===== src/rtl/regfile_write_arbiter_pkg.sv =====
`default_nettype none
// ============================================================================
// Module   : regfile_write_arbiter_pkg
// Purpose  : Shared defaults and constants for the register-file write
//            arbiter and its holding slots.
// Revision : 1.0 - initial release
// ============================================================================
package regfile_write_arbiter_pkg;

  // Default datapath sizes
  localparam int DATA_WIDTH_DEF = 32;
  localparam int ADDR_WIDTH_DEF = 4;

  // Requester indices as seen by the arbiter
  localparam logic REQ_ALU = 1'b0;
  localparam logic REQ_MEM = 1'b1;

  // last_grant comes out of reset pointing at the memory requester, so the
  // ALU requester wins the first tie.
  localparam logic LAST_GRANT_RST = REQ_MEM;

endpackage : regfile_write_arbiter_pkg
`default_nettype wire


===== src/rtl/regfile_write_arbiter_wb_hold_slot.sv =====
`default_nettype none
// ============================================================================
// Module   : wb_hold_slot
// Purpose  : One-entry writeback holding register. Loads address/data on a
//            transfer and drops its valid bit when granted, unless a new
//            transfer reloads it on the same edge.
// Revision : 1.0 - initial release
// ============================================================================
module wb_hold_slot
  import regfile_write_arbiter_pkg::*;
#(
  parameter int DATA_WIDTH = DATA_WIDTH_DEF,
  parameter int ADDR_WIDTH = ADDR_WIDTH_DEF
) (
  input  logic                  clk,
  input  logic                  reset,
  input  logic                  i_load,
  input  logic                  i_clear,
  input  logic [ADDR_WIDTH-1:0] i_addr,
  input  logic [DATA_WIDTH-1:0] i_data,
  output logic                  o_valid,
  output logic [ADDR_WIDTH-1:0] o_addr,
  output logic [DATA_WIDTH-1:0] o_data
);

  logic                  valid_d, valid_q;
  logic [ADDR_WIDTH-1:0] addr_d,  addr_q;
  logic [DATA_WIDTH-1:0] data_d,  data_q;

  // Next-state: a load always wins over a clear (refill on grant edge)
  always_comb begin
    valid_d = valid_q;
    addr_d  = addr_q;
    data_d  = data_q;
    if (i_load) begin
      valid_d = 1'b1;
      addr_d  = i_addr;
      data_d  = i_data;
    end else if (i_clear) begin
      valid_d = 1'b0;
    end
  end

  // Slot storage; contents are discarded on reset
  always_ff @(posedge clk or posedge reset) begin
    if (reset) begin
      valid_q <= 1'b0;
      addr_q  <= '0;
      data_q  <= '0;
    end else begin
      valid_q <= valid_d;
      addr_q  <= addr_d;
      data_q  <= data_d;
    end
  end

  assign o_valid = valid_q;
  assign o_addr  = addr_q;
  assign o_data  = data_q;

endmodule : wb_hold_slot
`default_nettype wire


===== src/rtl/regfile_write_arbiter.sv =====
`default_nettype none
// ============================================================================
// Module   : regfile_write_arbiter
// Purpose  : Shares the register-file write port between the ALU writeback
//            (req0) and the memory-load writeback (req1). Each requester has
//            a one-entry holding slot; a round-robin arbiter drains the slots
//            into a registered write port.
// Revision : 1.0 - initial release
// ============================================================================
module regfile_write_arbiter
  import regfile_write_arbiter_pkg::*;
#(
  parameter int DATA_WIDTH = DATA_WIDTH_DEF,
  parameter int ADDR_WIDTH = ADDR_WIDTH_DEF
) (
  input  logic                  clk,
  input  logic                  reset,
  input  logic                  req0_valid,
  input  logic [ADDR_WIDTH-1:0] req0_addr,
  input  logic [DATA_WIDTH-1:0] req0_data,
  output logic                  req0_ready,
  input  logic                  req1_valid,
  input  logic [ADDR_WIDTH-1:0] req1_addr,
  input  logic [DATA_WIDTH-1:0] req1_data,
  output logic                  req1_ready,
  output logic                  wr_en,
  output logic [ADDR_WIDTH-1:0] wr_addr,
  output logic [DATA_WIDTH-1:0] wr_data,
  output logic                  busy
);

  logic                  hold0_v, hold1_v;
  logic [ADDR_WIDTH-1:0] hold0_addr, hold1_addr;
  logic [DATA_WIDTH-1:0] hold0_data, hold1_data;

  logic                  grant_valid;
  logic                  grant_idx;
  logic                  grant0, grant1;
  logic                  load0, load1;

  logic                  last_grant_d, last_grant_q;
  logic                  wr_en_d, wr_en_q;
  logic [ADDR_WIDTH-1:0] wr_addr_d, wr_addr_q;
  logic [DATA_WIDTH-1:0] wr_data_d, wr_data_q;

  wb_hold_slot #(
    .DATA_WIDTH (DATA_WIDTH),
    .ADDR_WIDTH (ADDR_WIDTH)
  ) u_hold0 (
    .clk     (clk),
    .reset   (reset),
    .i_load  (load0),
    .i_clear (grant0),
    .i_addr  (req0_addr),
    .i_data  (req0_data),
    .o_valid (hold0_v),
    .o_addr  (hold0_addr),
    .o_data  (hold0_data)
  );

  wb_hold_slot #(
    .DATA_WIDTH (DATA_WIDTH),
    .ADDR_WIDTH (ADDR_WIDTH)
  ) u_hold1 (
    .clk     (clk),
    .reset   (reset),
    .i_load  (load1),
    .i_clear (grant1),
    .i_addr  (req1_addr),
    .i_data  (req1_data),
    .o_valid (hold1_v),
    .o_addr  (hold1_addr),
    .o_data  (hold1_data)
  );

  // Round-robin grant: a lone occupant wins, a tie goes to the other side
  always_comb begin
    grant_valid = hold0_v | hold1_v;
    grant_idx   = REQ_ALU;
    if (hold0_v && hold1_v) begin
      grant_idx = ~last_grant_q;
    end else if (hold1_v) begin
      grant_idx = REQ_MEM;
    end
  end

  assign grant0 = grant_valid && (grant_idx == REQ_ALU);
  assign grant1 = grant_valid && (grant_idx == REQ_MEM);

  // A slot being drained this cycle can accept a refill on the same edge
  assign req0_ready = !hold0_v || grant0;
  assign req1_ready = !hold1_v || grant1;
  assign load0      = req0_valid && req0_ready;
  assign load1      = req1_valid && req1_ready;

  // Output register next-state; address/data hold when nothing is granted
  always_comb begin
    wr_en_d      = grant_valid;
    wr_addr_d    = wr_addr_q;
    wr_data_d    = wr_data_q;
    last_grant_d = last_grant_q;
    if (grant_valid) begin
      wr_addr_d    = (grant_idx == REQ_MEM) ? hold1_addr : hold0_addr;
      wr_data_d    = (grant_idx == REQ_MEM) ? hold1_data : hold0_data;
      last_grant_d = grant_idx;
    end
  end

  // Registered write port and round-robin pointer
  always_ff @(posedge clk or posedge reset) begin
    if (reset) begin
      wr_en_q      <= 1'b0;
      wr_addr_q    <= '0;
      wr_data_q    <= '0;
      last_grant_q <= LAST_GRANT_RST;
    end else begin
      wr_en_q      <= wr_en_d;
      wr_addr_q    <= wr_addr_d;
      wr_data_q    <= wr_data_d;
      last_grant_q <= last_grant_d;
    end
  end

  assign wr_en   = wr_en_q;
  assign wr_addr = wr_addr_q;
  assign wr_data = wr_data_q;
  assign busy    = hold0_v | hold1_v;

endmodule : regfile_write_arbiter
`default_nettype wire

===== config.mk =====
export PLATFORM = sky130hd
export DESIGN_NAME = regfile_write_arbiter
export DESIGN_NICKNAME = d
export VERILOG_FILES = /design/src/rtl/regfile_write_arbiter_pkg.sv /design/src/rtl/regfile_write_arbiter_wb_hold_slot.sv /design/src/rtl/regfile_write_arbiter.sv
export SDC_FILE = /design/constraint.sdc
export NUM_CORES = 1
export LEC_CHECK = 0
export BUFFER_PORTS_ARGS = -buffer_cell sky130_fd_sc_hd__buf_4
export CORE_ASPECT_RATIO = 1.2
export CORE_UTILIZATION = 47
export DETAILED_ROUTE_END_ITERATION = 8
export PLACE_DENSITY = 0.74
export SKIP_CTS_REPAIR_TIMING = 1
export SLEW_MARGIN = 5
export SYNTH_ARGS = -nofsm -noshare
export SYNTH_HDL_FRONTEND = slang
export SYNTH_SLANG_ARGS = --single-unit

===== constraint.sdc =====
create_clock -name clk -period 3.3 [get_ports clk]
set_input_delay 0.33 -clock clk [delete_from_list [all_inputs] [get_ports clk]]
set_output_delay 0.33 -clock clk [all_outputs]
set_load 0.02 [all_outputs]

After elaboration in Yosys (flattened, before gate mapping) --
Cells that the tools add are included.
Cells by class: mux-type cells 8, bitwise gates (word level) 3, reductions and logical operators 11
Operators by type and width (number):
- $mux W32 | 1
- $mux W1 | 6
- $logic_and A1 B1 Y1 | 5
- $mux W4 | 1
- $reduce_bool A2 Y1 | 2
- $logic_not A1 Y1 | 2
- $logic_or A1 B1 Y1 | 2
- $not A1 Y1 | 2
- $or A1 B1 Y1 | 1
Word-level totals: bits in registers 112, bits of input ports 76, word-level logic and storage cells 32

Longest topological paths before layout --
depth after elaboration 7, depth in mapped cells 6

Hierarchy --
A second synthesis with hierarchy kept.
Second synthesis, totals: cells, all modules 378, area total of the unflattened synthesis 5240.0 sq um
Modules (own cells, without submodules):
- wb_hold_slot | times used 2, cells an instance 80, area each 1526.5 sq um, sequential area each 925.9 sq um
- regfile_write_arbiter | times used 1, cells an instance 218, area each 2187.1 sq um, sequential area each 952.2 sq um

Least setup slack after synthesis --
Ideal clock, no wire load.
kind register to register, from register last_grant_q, to register u_hold1.data_q[10] (netlist: u_hold1.o_data[10]), library setup time 125 ps, data arrival time 1392 ps, setup slack 1783 ps, cell stages (with the launch flop) 5, path buffers 1, period minus slack after synthesis 1517 ps, cells stage by stage dfstp_2 nand3_2 nand2_4 buf_6 mux2_2
Between the ends: cells in the longest elaborated chain, start to end 5
RTL lines:
- start, declared | line regfile_write_arbiter.sv:41 | logic last_grant_d, last_grant_q;
- start signal, assigned | line regfile_write_arbiter.sv:120 | last_grant_q <= last_grant_d;
- $not A1 Y1 | line regfile_write_arbiter.sv:81 | grant_idx = ~last_grant_q;
- $mux W1 | line regfile_write_arbiter.sv:80 | if (hold0_v && hold1_v) begin
- $logic_and A1 B1 Y1 | line regfile_write_arbiter.sv:88 | assign grant1 = grant_valid && (grant_idx == REQ_MEM);
- $logic_or A1 B1 Y1 | line regfile_write_arbiter.sv:92 | assign req1_ready = !hold1_v || grant1;
- via req1_ready | line regfile_write_arbiter.sv:25 | output logic req1_ready,
- $logic_and A1 B1 Y1 | line regfile_write_arbiter.sv:94 | assign load1 = req1_valid && req1_ready;
- end signal, assigned | line regfile_write_arbiter_wb_hold_slot.sv:53 | data_q <= data_d;
- end, declared | line regfile_write_arbiter_wb_hold_slot.sv:28 | logic [DATA_WIDTH-1:0] data_d, data_q;
The timed path passes the listed nets, and every way through them passes these cells. A chain may end at the register's enable or synchronous reset.

Worst setup path in the final report --
from register u_hold1.valid_q (netlist: u_hold1.o_valid), to output port busy
Between the ends: cells in the longest elaborated chain, start to end 1
RTL lines:
- start, declared | line regfile_write_arbiter_wb_hold_slot.sv:26 | logic valid_d, valid_q;
- start signal, assigned | line regfile_write_arbiter_wb_hold_slot.sv:51 | valid_q <= valid_d;
- $or A1 B1 Y1 | line regfile_write_arbiter.sv:127 | assign busy = hold0_v | hold1_v;
- end, declared | line regfile_write_arbiter.sv:29 | output logic busy
No other way between the ends.

==> results summary <==
The flow ran to the end, and the final reports show no timing, DRC or antenna violations. The number of buffer and inverter stages on the critical path came out at 2. The adder and majority gate portion of the synthesized area is 0. The critical path data arrival time is 1.98 ns. The number of antenna violations at the first check in global routing came to 0.

The maximum level of the CTS H-tree is 3. The signal on the critical path passes through buf_4, or2_1, buf_4. The worst-case clock buffer depth came out at 2. The top cell types in the final layout, fill and taps aside, are sky130_fd_sc_hd__buf_4, sky130_fd_sc_hd__dfrtp_1, sky130_fd_sc_hd__mux2_2.

The half-perimeter wire length after placement is 6822 um. TritonCTS built the clock tree. The max-slew headroom at the worst pin is 0.4424. The hold violation total from the final report is 0. The post-detailed-route via-to-cell ratio came out at 5.267.

Of the total synthesized cell area, the portion taken by AND, OR, NAND and NOR gates is 0.06486. Of the synthesized area, sequential elements account for 0.5723. Grouping stages by cell kind, the critical path spends the most delay in flip-flops.

Dividing the detail-routed wire length by the instance count gives 17.09 um. The setup TNS after final layout came out at 0 ns. The number of I/O pins is 116.

The number of antenna diodes in the final layout is 0. In this run the register-to-register setup slack is 1.31 ns. The number of setup violations in the final report is 0.

For this design the ratio of total power to cell area is 843.8 mW/mm^2. Port buffering added 115 buffers. The overall die area came out at 0.01084 sq mm.

The count of routing violations after the opening detailed-route iteration came out at 100. The number of fill cells came out at 784. The aggregate global-route resource usage is 0.2003. Setup repair after global routing left no endpoint under its margin. The relative area change from synthesis to final layout came out at 23.77%. The height of the die is 113.8 um. At the worst endpoint, the required time is 2.97 ns. The synthesized area per cell is 13.88 sq um. The area fraction in compound gates after synthesis came out at 0.06078. Counting stages on the worst path, the most repeated cell is sky130_fd_sc_hd__buf_4. The via count of the first global-routing pass came out at 3338.

The instance area after placement came out at 0.005777 sq mm. The routed design could run at a clock period as short as 2.314 ns. The number of cells on the worst reg-to-reg path is 4. The total iterations of the first detailed-routing run is 5. The number of warnings printed during yosys synthesis is 0.

The post-layout worst setup margin came out at 0.9860 ns. The clock-pin slew on the worst setup and hold paths is 0.07 ns. Once detail routing completed, the nets flagged for antenna violations numbered 0. The clock tree skew after final layout came out at 0.007073 ns. The max-slew violation count is 0. The final weighted congestion in routability-driven placement is 0.7800.

Summed over all cells, the static leakage comes to 0.002807 uW. The tree built by TritonCTS fans out to 112 sinks. The first-pass GRT wire length came out at 16460 um. By area, the combinational part of the netlist is dominated by multiplexers.

The proportion of netlist area held by the largest area contributor came out at 0.5669. The number of rows in the core area is 40. In this run the worst hold path is classified as in2async.

The multiplexer area fraction after synthesis is 0.2597. The kind of capture point of the worst setup path is a primary output. The total number of nets in the final design came out at 540. The buffer cell driving the clock tree root is sky130_fd_sc_hd__clkbuf_16. Timing analysis after detailed placement gives a worst setup slack of 1.300 ns. The final clock period utilization by the worst path came out at 0.7012. The DRC violations left came out at 0. The max-cap check violation count came out at 0. The floorplan step defined a core boundary enclosing 0.01006 sq mm.

The gate count of the mapped netlist is 353. The worst voltage drop across the vdd grid came out at 386.1 uV. The library cell used most frequently in the layout, excluding fill and tap cells, is sky130_fd_sc_hd__buf_4.

Among all stages on the critical path, the largest delay is contributed by sky130_fd_sc_hd__dfrtp_1. Of the total synthesized cell area, the portion taken by XOR and XNOR cells is 0. The global route total overflow is 0. The critical path launch point type is a flop. The largest area contributor in the synthesized netlist is sky130_fd_sc_hd__dfrtp_1. The number of cells on the critical path came out at 3. The total non-filler cell area in the finished layout came out at 0.006065 sq mm. When the netlist entered floorplanning its net count stood at 429. The kind of critical path is reg2out. The stage delay of the slowest cell on the critical path came out at 0.76 ns.

Summing every instance area after synthesis gives 0.004900 sq mm. The transition time of the tightest slew-check pin came out at 0.8364 ns. The horizontal die dimension came out at 95.21 um. The final wirelength is 10170 um. The share of cells above drive strength 1 is 0.5181. The count of unique library cells instantiated by Yosys came out at 24. The largest fanout on the critical path is 21. Sorting the synthesized cells by area gives the leading types as sky130_fd_sc_hd__dfrtp_1, sky130_fd_sc_hd__mux2_2, sky130_fd_sc_hd__mux2_4.

The total number of vias is 3134. Timing would allow up to 0.4322 GHz. The initial standard-cell utilization of the core is 0.4871. For the worst-skew pair, the clock arrives at the later sink with an insertion delay of 0.33 ns. The maximum number of pins on one net before global-route repair is 71. In this run, CTS created clock tree buffers numbering 9. After synthesis the netlist holds a flip-flop and latch count of 112.
-- synth_stat cells --
library cell / number
sky130_fd_sc_hd__dfrtp_1: 111
sky130_fd_sc_hd__mux2_2: 68
sky130_fd_sc_hd__nor2_1: 62
sky130_fd_sc_hd__o22ai_1: 31
sky130_fd_sc_hd__mux2_4: 30
sky130_fd_sc_hd__buf_6: 8
sky130_fd_sc_hd__buf_2: 7
sky130_fd_sc_hd__o21a_1: 6
sky130_fd_sc_hd__mux2_1: 5
sky130_fd_sc_hd__o22a_1: 5
sky130_fd_sc_hd__clkbuf_1: 4
sky130_fd_sc_hd__buf_12: 3
sky130_fd_sc_hd__inv_1: 2
sky130_fd_sc_hd__a21bo_1: 1
sky130_fd_sc_hd__dfstp_2: 1
sky130_fd_sc_hd__nand2_1: 1
sky130_fd_sc_hd__nand2_4: 1
sky130_fd_sc_hd__nand2_8: 1
sky130_fd_sc_hd__nand2b_1: 1
sky130_fd_sc_hd__nand3_2: 1
sky130_fd_sc_hd__nand3b_4: 1
sky130_fd_sc_hd__o21ai_0: 1
sky130_fd_sc_hd__or2_1: 1
sky130_fd_sc_hd__or2b_1: 1
-- worst paths after layout --
| path | from | to |
|---|---|---|
| worst max-delay path | u_hold1.o_valid$_DFFE_PP0P_ | busy |
| worst min-delay path | reset | u_hold0.o_data[11]$_DFFE_PP0P_ |
| worst max register to register | u_hold0.o_valid$_DFFE_PP0P_ | wr_data[10]$_DFFE_PP0N_ |
| worst min register to register | u_hold1.o_data[0]$_DFFE_PP0P_ | u_hold1.o_data[0]$_DFFE_PP0P_ |
| max in group asynchronous | reset | u_hold1.o_data[0]$_DFFE_PP0P_ |
| min in group clk | req1_data[13] | u_hold1.o_data[13]$_DFFE_PP0P_ |
-- worst reg2reg max path, stage by stage, from the launching register on --
cell                      delay [ns]
sky130_fd_sc_hd__dfrtp_2        0.76
sky130_fd_sc_hd__a21bo_1        0.51
sky130_fd_sc_hd__buf_4          0.39
sky130_fd_sc_hd__o22ai_1        0.13
sky130_fd_sc_hd__nor2_1         0.13
-- where the power goes --
part | switching [uW] | internal, uW | leakage, uW
clock | 464 | 582 | 0.000145
sequential | 331 | 1850 | 0.00129
combinational | 914 | 976 | 0.00137
-- routing by layer --
layer | routed length [um] | up-vias | global-route usage
met5 | 0 | - | 0
met4 | 99 | 0 | 0.05051
met3 | 428 | 9 | 0.03600
met2 | 5217 | 81 | 0.3376
met1 | 4423 | 1580 | 0.2653
li1 | - | 1464 | -
-- through the flow --
stage / hold WS (ns) / instances / util / total power (uW)
detailed placement: 0.4813 / 579 / 0.5743 / 4115
global placement: 0.4747 / 579 / 0.5743 / 4043
finish: 0.1759 / 595 / 0.6029 / 5117
CTS: 0.2000 / 595 / 0.6029 / 5170
global route: 0.1983 / 595 / 0.6029 / 5422
floorplan: 0.4329 / 353 / - / 3461
-- cells by family after synthesis --
kind of cell | after synthesis
compound gates | 44
buf+inv | 24
flops | 112
mux | 103
simple gates | 70
-- sequential cells by signal, indices dropped and copies added, names as in the netlist --
register,flops
wr_data,32
u_hold1.o_valid,1
u_hold0.o_data,32
u_hold1.o_data,32
wr_en,1
u_hold0.o_addr,4
wr_addr,4
u_hold0.o_valid,1
u_hold1.o_addr,4
last_grant_q,1
-- final cells by class --
| class | count | area, sq um | area share |
|---|---|---|---|
| timing repair buffer | 122 | 915.9 | 0.1510 |
| clock buffer | 9 | 225.2 | 0.03714 |
| inverter | 2 | 10.01 | 0.001651 |
| tap | 126 | 157.7 | 0.02600 |
| multi-input combinational | 217 | 1888 | 0.3113 |
| sequential | 112 | 2805 | 0.4626 |
| clock inverter | 7 | 62.56 | 0.01032 |
Note: power is estimated with default switching activity, not from simulation.
